File: src/rtl/vga_pixel_output.sv
`default_nettype none
// ============================================================================
// Module   : vga_pixel_output
// Brief    : VGA/DVI raster timing with RGB565-pair FIFO consumer and RGB888 out
// Revision : 1.0
// ============================================================================
module vga_pixel_output #(
  parameter int unsigned H_ACTIVE  = 640,
  parameter int unsigned H_FP      = 16,
  parameter int unsigned H_SYNC    = 96,
  parameter int unsigned H_BP      = 48,
  parameter int unsigned V_ACTIVE  = 480,
  parameter int unsigned V_FP      = 10,
  parameter int unsigned V_SYNC    = 2,
  parameter int unsigned V_BP      = 33,
  parameter bit          HSYNC_POL = 1'b0,
  parameter bit          VSYNC_POL = 1'b0
) (
  input  logic        clk_i,
  input  logic        rst_i,
  input  logic        enable_i,
  input  logic [31:0] data_in_i,
  input  logic        valid_i,
  output logic        pop_o,
  input  logic        underrun_clr_i,
  output logic [7:0]  vga_r_o,
  output logic [7:0]  vga_g_o,
  output logic [7:0]  vga_b_o,
  output logic        hsync_o,
  output logic        vsync_o,
  output logic        de_o,
  output logic        frame_start_o,
  output logic        underrun_o
);

  localparam logic [11:0] c_h_active = 12'(H_ACTIVE);
  localparam logic [11:0] c_h_last   = 12'(H_ACTIVE + H_FP + H_SYNC + H_BP - 1);
  localparam logic [11:0] c_hs_start = 12'(H_ACTIVE + H_FP);
  localparam logic [11:0] c_hs_end   = 12'(H_ACTIVE + H_FP + H_SYNC);
  localparam logic [11:0] c_v_active = 12'(V_ACTIVE);
  localparam logic [11:0] c_v_last   = 12'(V_ACTIVE + V_FP + V_SYNC + V_BP - 1);
  localparam logic [11:0] c_vs_start = 12'(V_ACTIVE + V_FP);
  localparam logic [11:0] c_vs_end   = 12'(V_ACTIVE + V_FP + V_SYNC);

  logic [11:0] h_cnt_q, h_cnt_d;
  logic [11:0] v_cnt_q, v_cnt_d;
  logic        miss_q;
  logic        de_q, hsync_q, vsync_q, frame_start_q, underrun_q;
  logic [7:0]  vga_r_q, vga_g_q, vga_b_q;

  logic        w_active, w_hs, w_vs, w_run_active, w_miss_now, w_blank;
  logic [15:0] w_pix;

  always_comb begin
    w_active     = (h_cnt_q < c_h_active) && (v_cnt_q < c_v_active);
    w_hs         = (h_cnt_q >= c_hs_start) && (h_cnt_q < c_hs_end);
    w_vs         = (v_cnt_q >= c_vs_start) && (v_cnt_q < c_vs_end);
    w_run_active = enable_i && w_active;
    w_miss_now   = w_run_active && !h_cnt_q[0] && !valid_i;
    // A pair that missed at its even pixel stays black and is never popped.
    pop_o        = w_run_active && h_cnt_q[0] && valid_i && !miss_q;
    w_pix        = h_cnt_q[0] ? data_in_i[31:16] : data_in_i[15:0];
    w_blank      = !w_run_active || !valid_i || (h_cnt_q[0] && miss_q);

    h_cnt_d = h_cnt_q + 12'd1;
    v_cnt_d = v_cnt_q;
    if (!enable_i) begin
      h_cnt_d = 12'd0;
      v_cnt_d = 12'd0;
    end else if (h_cnt_q == c_h_last) begin
      h_cnt_d = 12'd0;
      v_cnt_d = (v_cnt_q == c_v_last) ? 12'd0 : v_cnt_q + 12'd1;
    end
  end

  always_ff @(posedge clk_i) begin
    if (rst_i) begin
      h_cnt_q       <= 12'd0;
      v_cnt_q       <= 12'd0;
      miss_q        <= 1'b0;
      de_q          <= 1'b0;
      hsync_q       <= !HSYNC_POL;
      vsync_q       <= !VSYNC_POL;
      frame_start_q <= 1'b0;
      underrun_q    <= 1'b0;
      vga_r_q       <= 8'd0;
      vga_g_q       <= 8'd0;
      vga_b_q       <= 8'd0;
    end else begin
      h_cnt_q       <= h_cnt_d;
      v_cnt_q       <= v_cnt_d;
      de_q          <= w_run_active;
      hsync_q       <= (enable_i && w_hs) ? HSYNC_POL : !HSYNC_POL;
      vsync_q       <= (enable_i && w_vs) ? VSYNC_POL : !VSYNC_POL;
      frame_start_q <= enable_i && (h_cnt_q == 12'd0) && (v_cnt_q == 12'd0);
      if (!enable_i) begin
        miss_q <= 1'b0;
      end else if (w_active && !h_cnt_q[0]) begin
        miss_q <= !valid_i;
      end
      if (w_miss_now) begin
        underrun_q <= 1'b1;
      end else if (underrun_clr_i) begin
        underrun_q <= 1'b0;
      end
      if (w_blank) begin
        vga_r_q <= 8'd0;
        vga_g_q <= 8'd0;
        vga_b_q <= 8'd0;
      end else begin
        vga_r_q <= {w_pix[15:11], w_pix[15:13]};
        vga_g_q <= {w_pix[10:5], w_pix[10:9]};
        vga_b_q <= {w_pix[4:0], w_pix[4:2]};
      end
    end
  end

  assign de_o          = de_q;
  assign hsync_o       = hsync_q;
  assign vsync_o       = vsync_q;
  assign frame_start_o = frame_start_q;
  assign underrun_o    = underrun_q;
  assign vga_r_o       = vga_r_q;
  assign vga_g_o       = vga_g_q;
  assign vga_b_o       = vga_b_q;

endmodule
`default_nettype wire
File: config.mk
export PLATFORM = sky130hd
export DESIGN_NAME = vga_pixel_output
export DESIGN_NICKNAME = d
export VERILOG_FILES = /design/src/rtl/vga_pixel_output.sv
export SDC_FILE = /design/constraint.sdc
export NUM_CORES = 1
export LEC_CHECK = 0
export CELL_PAD_IN_SITES_DETAIL_PLACEMENT = 1
export CELL_PAD_IN_SITES_GLOBAL_PLACEMENT = 1
export CORE_ASPECT_RATIO = 1.4
export CORE_UTILIZATION = 37
export CTS_BUF_LIST = sky130_fd_sc_hd__clkbuf_4
export CTS_CLUSTER_DIAMETER = 50
export DETAILED_ROUTE_END_ITERATION = 8
export PLACE_DENSITY = 0.91
export RECOVER_POWER = 100
export SLEW_MARGIN = 25
export SYNTH_ARGS = -nofsm -noshare
export SYNTH_HDL_FRONTEND = slang
export SYNTH_SLANG_ARGS = --single-unit
File: constraint.sdc
create_clock -name clk_i -period 3.71 [get_ports clk_i]
set_input_delay 0.5565 -clock clk_i [delete_from_list [all_inputs] [get_ports clk_i]]
set_output_delay 0.5565 -clock clk_i [all_outputs]
set_load 0.1 [all_outputs]
# Word level (Yosys, flattened, before mapping)
# Cells that the tools add are included.
[totals]
input_bits = 37
out_inout_bits = 30
regBits = 54
word_cells = 55
[classes]
add_sub_neg = 2
n_reduce_logical = 27
bitwise_logic = 1
n_lt_le_gt_ge = 6
n_eq_ne = 2
mux = 6
[ops]
columns = ["cell", "count"]
rows = [
  ["adder 12 x 1 -> 12 bit, second input constant", 2],
  ["equality test 12 x 10 -> 1 bit, second input constant", 2],
  ["zero test 12 bit", 2],
  ["less-than comparator 12 x 10 -> 1 bit, second input constant", 2],
  ["less-than comparator 12 x 9 -> 1 bit, second input constant", 2],
  ["two-way mux 16 bit", 1],
  ["logical AND 1 bit", 15],
  ["greater-or-equal comparator 12 x 10 -> 1 bit, second input constant", 1],
  ["greater-or-equal comparator 12 x 9 -> 1 bit, second input constant", 1],
  ["two-way mux 12 bit", 1],
  ["zero test 1 bit", 4],
  ["two-way mux 1 bit", 4],
  ["OR reduction 2 bit", 2],
  ["OR reduction 3 bit", 1],
  ["logical OR 1 bit", 2],
  ["nonzero test 2 bit", 1],
  ["inverter 1 bit", 1],
]

# Longest topological paths before layout
# Gate-level depths: netlist (run 1).
[depth]
ltp_word = 7
mapped_depth = 8
depth_no_buf = 6

# Worst setup path after synthesis (run 1)
# OpenSTA, ideal clock, no wires.
[synth_path]
path_kind = "reg-to-output"
start = "register h_cnt_q[0]"
end = "output port pop_o"
path_slack_ns = 0.052
arrival_time_ns = 3.101
t_required_ns = 3.154
path_stages_with_launch = 5
n_path_buf = 2
cell_sequence = "dfxtp_1 -> clkbuf_1 -> buf_1 -> nand4b_1 -> nor3_1"
[synth_between]
elab_chain_cells = 6
[synth_lines]
columns = ["element", "line", "text"]
rows = [
  ["from (decl)", "45", "logic [11:0] h_cnt_q, h_cnt_d;"],
  ["from (signal assigned)", "90", "h_cnt_q <= h_cnt_d;"],
  ["less-than comparator 12 x 10 -> 1 bit", "55", "w_active = (h_cnt_q < c_h_active) && (v_cnt_q < c_v_active);"],
  ["logical AND 1 bit", "55", ""],
  ["logical AND 1 bit", "58", "w_run_active = enable_i && w_active;"],
  ["logical AND 1 bit (*) (3 in series)", "61", "pop_o = w_run_active && h_cnt_q[0] && valid_i && !miss_q;"],
  ["to (decl)", "24", "output logic pop_o,"],
]
# Every way passes the cells marked *; elsewhere a longest branch is shown, timed or not.

# Worst setup path after layout (run 1)
[layout_path]
start = "register h_cnt_q[10]"
end = "output port pop_o"
[layout_between]
elab_chain_cells = 6
[layout_lines]
columns = ["element", "line"]
rows = [
  ["less-than comparator 12 x 10 -> 1 bit", "55"],
  ["logical AND 1 bit", "55"],
  ["logical AND 1 bit", "58"],
  ["logical AND 1 bit (3 in series)", "61"],
]
# Every way passes these cells.

==> results of run 1 <==
==> synth_stat cells (all sizes together) <==
master and number:
and3 3, nand4b 1, or4b 1, nand3 9, o311ai 1, a21oi 11
inv 7, ha 4, clkbuf 7, mux2i 16, nor3 4, nor2b 2
or4 5, nand2 13, or3 10, buf 11, dfxtp 46, nor2 38
nor3b 1, nand4 9, xnor2 9, and2 1, o41ai 1, o21a 1
o31ai 4, and4 2, o21ai 8, or2 1, nand2b 2, nor4 5
xor2 1, o21ba 1, nand3b 2
==> tightest hold or removal path: stages, from the launching register on <==
cell	delay (ns)
dfxtp_1	0.34
nand2_1	0.05
o41ai_1	0.06
==> routing by layer <==
| metal | vias to the layer above | GRT usage (%) | part of all wire [%] |
|---|---|---|---|
| met5 | - | 0 | 0 |
| met4 | 0 | 8.15 | 2.3 |
| met3 | 11 | 4.55 | 2.3 |
| met2 | 29 | 38.7 | 56 |
| met1 | 893 | 21.9 | 39 |
| li1 | 932 | - | - |
==> state kept, by name, summed over array words and instances (netlist names) <==
| signal | cells |
|---|---|
| hsync_o | 1 |
| underrun_o | 1 |
| miss_q | 1 |
| vga_r_o | 5 |
| v_cnt_q | 12 |
| de_o | 1 |
| vga_b_o | 5 |
| h_cnt_q | 12 |
| vga_g_o | 6 |
| frame_start_o | 1 |
| vsync_o | 1 |
==> area by class of cell <==
class | instances | area, um^2
fillers | 640 | 2490
clock buffers | 5 | 37.5
well taps | 66 | 82.6
flip-flops and latches | 46 | 921
repair buffers | 67 | 662
inverters | 7 | 26.3
multi-input cells | 166 | 1020
clock inverters | 2 | 33.8
==> power by group through the flow <==
stage | clock network [mW] | logic [mW] | registers [mW]
floorplan | 0 | 0.0548 | 0.568
global placement | 0 | 0.166 | 0.517
detailed placement | 0 | 0.170 | 0.518
CTS | 0.303 | 0.170 | 0.507
global route | 0.325 | 0.173 | 0.507
finish | 0.292 | 0.165 | 0.506
==> path summary, 6_finish.rpt <==
kind / endpoint / start / cells after the start
worst max register to register: v_cnt_q[10] / h_cnt_q[1] / 5
worst min-delay path: underrun_o / underrun_o / 2
worst max-delay path: pop_o / h_cnt_q[10] / 4
worst min register to register: underrun_o / underrun_o / 2
==> kinds of logic after synthesis <==
logic type      after synthesis  share of synthesized area [%]
compound gates               27                           7.92
xor+xnor                     10                           4.23
fa+ha+maj                     4                           2.42
buf+inv                      25                           6.22
flops                        46                           44.5
mux                          16                           7.73
simple gates                109                           27.0
==> flow_summary.json, run 1 <==
{
  "slowest_stage": "clkbuf_1",
  "grt_pass1_vias": 2011,
  "ant_nets": 0,
  "status": "finished clean",
  "combPwrFrac_pct": 17.1,
  "cpPeakStageDelay_ns": 0.91,
  "ios": 67,
  "design.die.area_um2": 5900,
  "cts_root_buf": "clkbuf_4",
  "yosys.area.top_type": "dfxtp_1",
  "initial_core_util_pct": 39.3,
  "cts_sinks": 46,
  "insertion_delay_ns": 0.36,
  "viasPerCell": 5.19,
  "core_area_um2": 5280,
  "worst_setup_path_end_kind": "primary output",
  "nNetsFinal": 334,
  "overflow": 0,
  "setup_viol": 0,
  "hold_violations": 0,
  "cts_setup_buffers": 0,
  "power_density_nw_per_um2": 346,
  "path_cells": "or2_2 -> nand3b_1 -> nor3_1 -> clkbuf_1",
  "ys_seq_elements": 46,
  "p_int_mw": 0.698,
  "leakage_nw": 1.02,
  "port_buffers": 66,
  "cp_max_fo": 6,
  "grt_pass1_wl_mm": 9.52,
  "rsz0062_at_grt": "no",
  "die_w_um": 65.2,
  "clock_skew_ns": 0.0145,
  "drv_cap": 0,
  "cts-hold-fix-buffers": 0,
  "holdWs_ns": 0.491,
  "syn_inst": 237,
  "layout_setup_ws_ns": 0.707,
  "dpl.cell_count": 352,
  "gp_congestion": 0.799,
  "cts_htree_levels": 2,
  "tns_ns": 0,
  "pre_cts_slack_ns": 1.06,
  "num_antenna_cells": 0,
  "crit_buf_inv": 1,
  "max_slew_margin_pct": 20.4,
  "wl_mm": 5.64,
  "synth_area_leaders": "dfxtp_1, mux2i_1, nor2_1, xnor2_1, buf_4",
  "cts_made_buffers": 5,
  "drc_errors": 0,
  "fin_crit_sh_pct": 81.0,
  "placed_area_um2": 2720,
  "power.share.clock_pct": 30.3,
  "netlist.area_leader.share_pct": 44.5,
  "synth_nets": 278,
  "final.min_clock_period_ns": 3.00,
  "die_h_um": 90.5,
  "mostFrequentLayoutCell": "dfxtp_1",
  "grtUsageTotal_pct": 20.8,
  "cts_tree": "built",
  "synth_warnings": 0,
  "final_area_um2": 2780,
  "vias": 1865,
  "ctsResizeCount": 0,
  "drive_gt1_share_pct": 3.41,
  "max_freq_ghz": 0.333,
  "path_class": "register to primary output",
  "cpLargestDelayFamily": "buffers and inverters",
  "grt_max_degree": 26,
  "syn_avg_cell_area_um2": 8.74,
  "path_clk_slew_ns": 0.13,
  "switching_share_pct": 27.5,
  "worst-slew-pin-transition_ns": 1.20,
  "start_kind": "register",
  "worstPathArrival_ns": 2.45,
  "cts_max_path_buffers": 2,
  "cp_data_required_time_ns": 3.15,
  "hold_class": "register to register",
  "maxSlewViolCount": 0,
  "netSwitchingPower_mw": 0.265,
  "rrSetupSlack_ns": 1.14,
  "seqPwrFrac_pct": 52.6,
  "place_hpwl_mm": 4.30,
  "ir_worst_vdd_uv": 237,
  "final_cells": 359,
  "ys_seq_area_share_pct": 44.5,
  "wl_per_cell_um": 15.7,
  "rows": 31,
  "p_total_mw": 0.963,
  "final_cell_mix": "dfxtp_1, nor2_1, clkdlybuf4s50_1, dlygate4sd3_1, mux2i_1",
  "drt_iter0_markers": 80,
  "antenna_found_initial": 0,
  "final_util_pct": 52.8,
  "areaGrowthSynthToFinish_pct": 34.4,
  "synth_area_um2": 2070,
  "yosysUniqueCellTypes": 36,
  "drtPass1Iterations": 4
}
No activity file was read; power rests on OpenSTA's default activity.
==> run 2: changes to the inputs <==
--- a/config.mk
+++ b/config.mk
@@ -8,11 +8,11 @@
 export CELL_PAD_IN_SITES_DETAIL_PLACEMENT = 1
 export CELL_PAD_IN_SITES_GLOBAL_PLACEMENT = 1
 export CORE_ASPECT_RATIO = 1.4
-export CORE_UTILIZATION = 37
+export CORE_UTILIZATION = 35
 export CTS_BUF_LIST = sky130_fd_sc_hd__clkbuf_4
 export CTS_CLUSTER_DIAMETER = 50
 export DETAILED_ROUTE_END_ITERATION = 8
-export PLACE_DENSITY = 0.91
+export PLACE_DENSITY = 0.87
 export RECOVER_POWER = 100
 export SLEW_MARGIN = 25
 export SYNTH_ARGS = -nofsm -noshare
==> constraint.sdc (replaced) <==
create_clock -name clk_i -period 3 [get_ports clk_i]
set_input_delay 0.45 -clock clk_i [delete_from_list [all_inputs] [get_ports clk_i]]
set_output_delay 0.45 -clock clk_i [all_outputs]
set_load 0.1 [all_outputs]
==> run 2 against run 1 <==
Compared with the run above:
- design area fell by 6.2%
- sequential share of layout area rose by 2.2 points
- clock power rose by 4%
- via count rose by 0.54%
- worst hold slack improved by 0.015 ns
- non-clock buffer count rose by 1
- cell count rose by 1.1%
- flip-flop and latch count did not move
==> flow_summary.json, run 2 (synthesis gave the netlist of run 1 again) <==
{
  "worst_hold_path.endpoint": "v_cnt_q[11]",
  "leakage_nw": 0.880,
  "worst-slew-pin-transition_ns": 1.23,
  "pre_cts_slack_ns": 0.530,
  "cts-hold-fix-buffers": 0,
  "num_antenna_cells": 0,
  "path_clk_slew_ns": 0.15,
  "drt_iter0_markers": 70,
  "initial_core_util_pct": 36.9,
  "drc_errors": 0,
  "use_met3_pct": 4.15,
  "cts_max_path_buffers": 2,
  "cts_tree": "built",
  "ir_worst_vdd_uv": 153,
  "design.die.area_um2": 6230,
  "max_freq_ghz": 0.397,
  "grt_max_degree": 26,
  "place_hpwl_mm": 4.22,
  "grtUsageTotal_pct": 18.9,
  "drv_cap": 0,
  "rrSetupSlack_ns": 0.48,
  "tns_ns": 0,
  "ios": 67,
  "path_class": "register to register",
  "core_area_um2": 5610,
  "drive_gt1_share_pct": 4.41,
  "layout_setup_ws_ns": 0.480,
  "overflow": 0,
  "hold_violations": 0,
  "dpl.cell_count": 355,
  "cp_data_required_time_ns": 3.29,
  "worstHoldPathCells": 2,
  "top_usage_layer": "met2",
  "vias": 1875,
  "cts_htree_levels": 2,
  "hold_class": "register to register",
  "nNetsFinal": 335,
  "worstPathArrival_ns": 2.81,
  "final.min_clock_period_ns": 2.52,
  "wl_mm": 5.54,
  "wl_per_cell_um": 15.3,
  "cts_root_buf": "clkbuf_4",
  "gp_congestion": 0.768,
  "grt_pass1_wl_mm": 8.96,
  "maxSlewViolCount": 0,
  "status": "finished clean",
  "power_density_nw_per_um2": 431,
  "drtPass1Iterations": 3,
  "rows": 32,
  "antenna_found_initial": 0,
  "die_h_um": 93.0,
  "worst_setup_path_end_kind": "register",
  "port_buffers": 66,
  "rr_worst_depth": 6,
  "ant_nets": 0,
  "setup_viol": 0,
  "areaGrowthSynthToFinish_pct": 26.2,
  "cp_max_fo": 25,
  "cts_setup_buffers": 0,
  "fin_crit_sh_pct": 84.0,
  "insertion_delay_ns": 0.37,
  "grt_use_met2_pct": 35.2,
  "cts_sinks": 46,
  "die_w_um": 67.0,
  "rsz0062_at_grt": "no",
  "grt_pass1_vias": 1951,
  "start_kind": "register",
  "reg2reg_from": "h_cnt_q[1]",
  "r2r_end": "v_cnt_q[5]",
  "viasPerCell": 5.17,
  "ctsResizeCount": 0,
  "p_total_mw": 1.13,
  "max_slew_margin_pct": 18.7,
  "final_cells": 363,
  "final_cell_mix": "dfxtp_1, nor2_1, clkdlybuf4s50_1, clkbuf_1, mux2i_1",
  "mostFrequentLayoutCell": "dfxtp_1",
  "clock_skew_ns": 0.0283,
  "met1_usage_pct": 19.8,
  "hp-start": "v_cnt_q[11]",
  "cts_made_buffers": 5
}
-- run 2: layout make-up --
class | instances | area (um^2)
inverter | 7 | 26.3
multi-input combinational | 166 | 1020
sequential | 46 | 921
timing repair buffer | 68 | 504
clock buffer | 6 | 45.0
clock inverter | 2 | 13.8
fill | 719 | 2990
tap | 68 | 85.1
-- run 2: power by group --
group,switching (mW),internal (mW)
Combinational,0.131,0.0639
Clock,0.204,0.101
Sequential,0.00472,0.622
Total,0.339,0.787
-- run 2: worst max path at each step --
stage | from | to | depth (start not counted)
floorplan | h_cnt_q[0] | pop_o | 4
global placement | enable_i | vga_b_o[3] | 5
detailed placement | enable_i | vga_r_o[3] | 5
CTS | h_cnt_q[5] | v_cnt_q[8] | 5
global route | h_cnt_q[1] | v_cnt_q[5] | 6
finish | h_cnt_q[1] | v_cnt_q[5] | 6
-- run 2: per-stage QoR --
step	util [%]	cell area [um^2]	hold WS (ns)
final	46.6	2610	0.506
after global routing	46.6	2610	0.537
after CTS	48.7	2730	0.510
after detailed placement	47.7	2670	0.484
after global placement	47.7	2670	0.468
after floorplan	-	2080	0.461
-- run 2: worst max-delay path, stage by stage, from the launching register on --
cell and delay [ns]:
dfxtp_1 0.41, ha_1 0.20, nand3_1 0.20, or4_1 0.56, buf_4 0.22, o21ai_1 0.60, o21ba_2 0.25
-- run 2: per-layer routing --
layer  vias to the layer above  part of all wire, %  routed length [um]
met3                         9                  4.6                 254
met1                       889                   39                2170
met4                         0                  2.0                 112
li1                        940                    -                   -
met5                         -                    0                   0
met2                        37                   54                3000
==> run 3: changes to the inputs <==
==> constraint.sdc (replaced) <==
create_clock -name clk_i -period 2.4 [get_ports clk_i]
set_input_delay 0.36 -clock clk_i [delete_from_list [all_inputs] [get_ports clk_i]]
set_output_delay 0.36 -clock clk_i [all_outputs]
set_load 0.1 [all_outputs]
==> run 3 against run 2 <==
Compared with the run above:
- worst setup slack worse by 0.32 ns
- cell count rose by 1.7%
- worst hold slack worse by 0.0052 ns
- non-clock buffer count rose by 6
- design area rose by 2.3%
- maximum frequency grew 12%
- critical path depth is 1 lower
- first-iteration DRC count increased by 14%
- flip-flop and latch count is the same
==> flow_summary.json, run 3 (synthesis gave the netlist of run 1 again) <==
{
  "drtPass1Iterations": 4,
  "wl_per_cell_um": 15.4,
  "maxSlewViolCount": 0,
  "worstPathArrival_ns": 2.56,
  "power_density_nw_per_um2": 571,
  "rows": 32,
  "cts_max_path_buffers": 2,
  "num_antenna_cells": 0,
  "insertion_delay_ns": 0.37,
  "max_slew_margin_pct": 19.8,
  "pre_cts_slack_ns": 0.179,
  "ant_nets": 0,
  "final_cells": 369,
  "status": "finished clean",
  "design.die.area_um2": 6230,
  "grt_max_degree": 26,
  "placed_area_um2": 2720,
  "drive_gt1_share_pct": 5.65,
  "path_clk_slew_ns": 0.14,
  "rr_worst_depth": 5,
  "max_freq_ghz": 0.446,
  "dpl.cell_count": 361,
  "core_area_um2": 5610,
  "viasPerCell": 5.17,
  "die_h_um": 93.0,
  "die_w_um": 67.0,
  "ir_worst_vdd_uv": 204,
  "place_hpwl_mm": 4.36,
  "rsz0062_at_grt": "no",
  "cts_htree_levels": 2,
  "layout_setup_ws_ns": 0.160,
  "cts-hold-fix-buffers": 0,
  "cts_sinks": 46,
  "gp_congestion": 0.850,
  "cp_max_fo": 25,
  "start_kind": "register",
  "ios": 67,
  "cts_root_buf": "clkbuf_4",
  "areaGrowthSynthToFinish_pct": 29.1,
  "vias": 1907,
  "wl_mm": 5.68,
  "grtUsageTotal_pct": 19.4,
  "ctsResizeCount": 0,
  "tns_ns": 0,
  "path_class": "register to register",
  "port_buffers": 66,
  "initial_core_util_pct": 36.9,
  "cts_made_buffers": 5,
  "cp_data_required_time_ns": 2.72,
  "antenna_found_initial": 0,
  "drt_iter0_markers": 80,
  "hold_violations": 0,
  "worstHoldPathCells": 2,
  "drv_cap": 0,
  "grt_pass1_vias": 1968,
  "drc_errors": 0,
  "worst-slew-pin-transition_ns": 1.21,
  "final.min_clock_period_ns": 2.24,
  "worst_setup_path_end_kind": "register",
  "cts_setup_buffers": 0,
  "cts_tree": "built",
  "final_cell_mix": "dfxtp_1, nor2_1, clkdlybuf4s50_1, clkbuf_1, mux2i_1",
  "nNetsFinal": 341,
  "fin_crit_sh_pct": 93.3,
  "setup_viol": 0,
  "leakage_nw": 0.904,
  "overflow": 0,
  "grt_pass1_wl_mm": 9.15,
  "mostFrequentLayoutCell": "dfxtp_1",
  "final_area_um2": 2670,
  "clock_skew_ns": 0.00952,
  "hold_class": "register to register"
}
-- run 3: routing by layer --
layer	vias up	global-route usage, %	wire length, um
li1	949	-	-
met1	904	21.2	2240
met2	39	34.1	3030
met3	15	4.88	233
met4	0	8.69	174
met5	-	0	0
-- run 3: worst paths after layout --
| path | slack, ns | from | end |
|---|---|---|---|
| setup / recovery | 0.16 | h_cnt_q[4] | v_cnt_q[8] |
| hold / removal | 0.50 | underrun_o | underrun_o |
| setup reg to reg | 0.16 | h_cnt_q[4] | v_cnt_q[8] |
| hold reg to reg | 0.50 | underrun_o | underrun_o |
-- run 3: area by class of cell --
cell class | count | area (um^2)
Sequential cell | 46 | 921
Clock inverter | 1 | 30.0
Inverter | 7 | 26.3
Clock buffer | 7 | 52.6
Tap cell | 68 | 85.1
Fill cell | 689 | 2930
Timing Repair Buffer | 74 | 526
Multi-Input combinational cell | 166 | 1030
-- run 3: critical path, stage by stage, from the launching register on --
cell	delay, ns
dfxtp_1	0.45
or4b_1	0.46
or4_1	0.40
buf_4	0.22
or4_1	0.51
a21oi_1	0.14
-- run 3: per-stage QoR --
step                      total power [mW]  hold slack (ns)  util, %
final                                 1.53            0.501     47.7
after global routing                  1.59            0.540     47.7
after CTS                             1.56            0.509     50.0
after detailed placement              1.06            0.484     48.6
after global placement                1.06            0.443     48.6
after floorplan                      0.964            0.461        -
-- run 3: where the power goes --
part | total [mW] | leakage (nW) | internal, mW | switching, mW
Sequential | 0.783 | 0.373 | 0.777 | 0.00572
Combinational | 0.244 | 0.485 | 0.0806 | 0.164
Clock | 0.500 | 0.0463 | 0.244 | 0.256
Total | 1.53 | 0.904 | 1.10 | 0.425
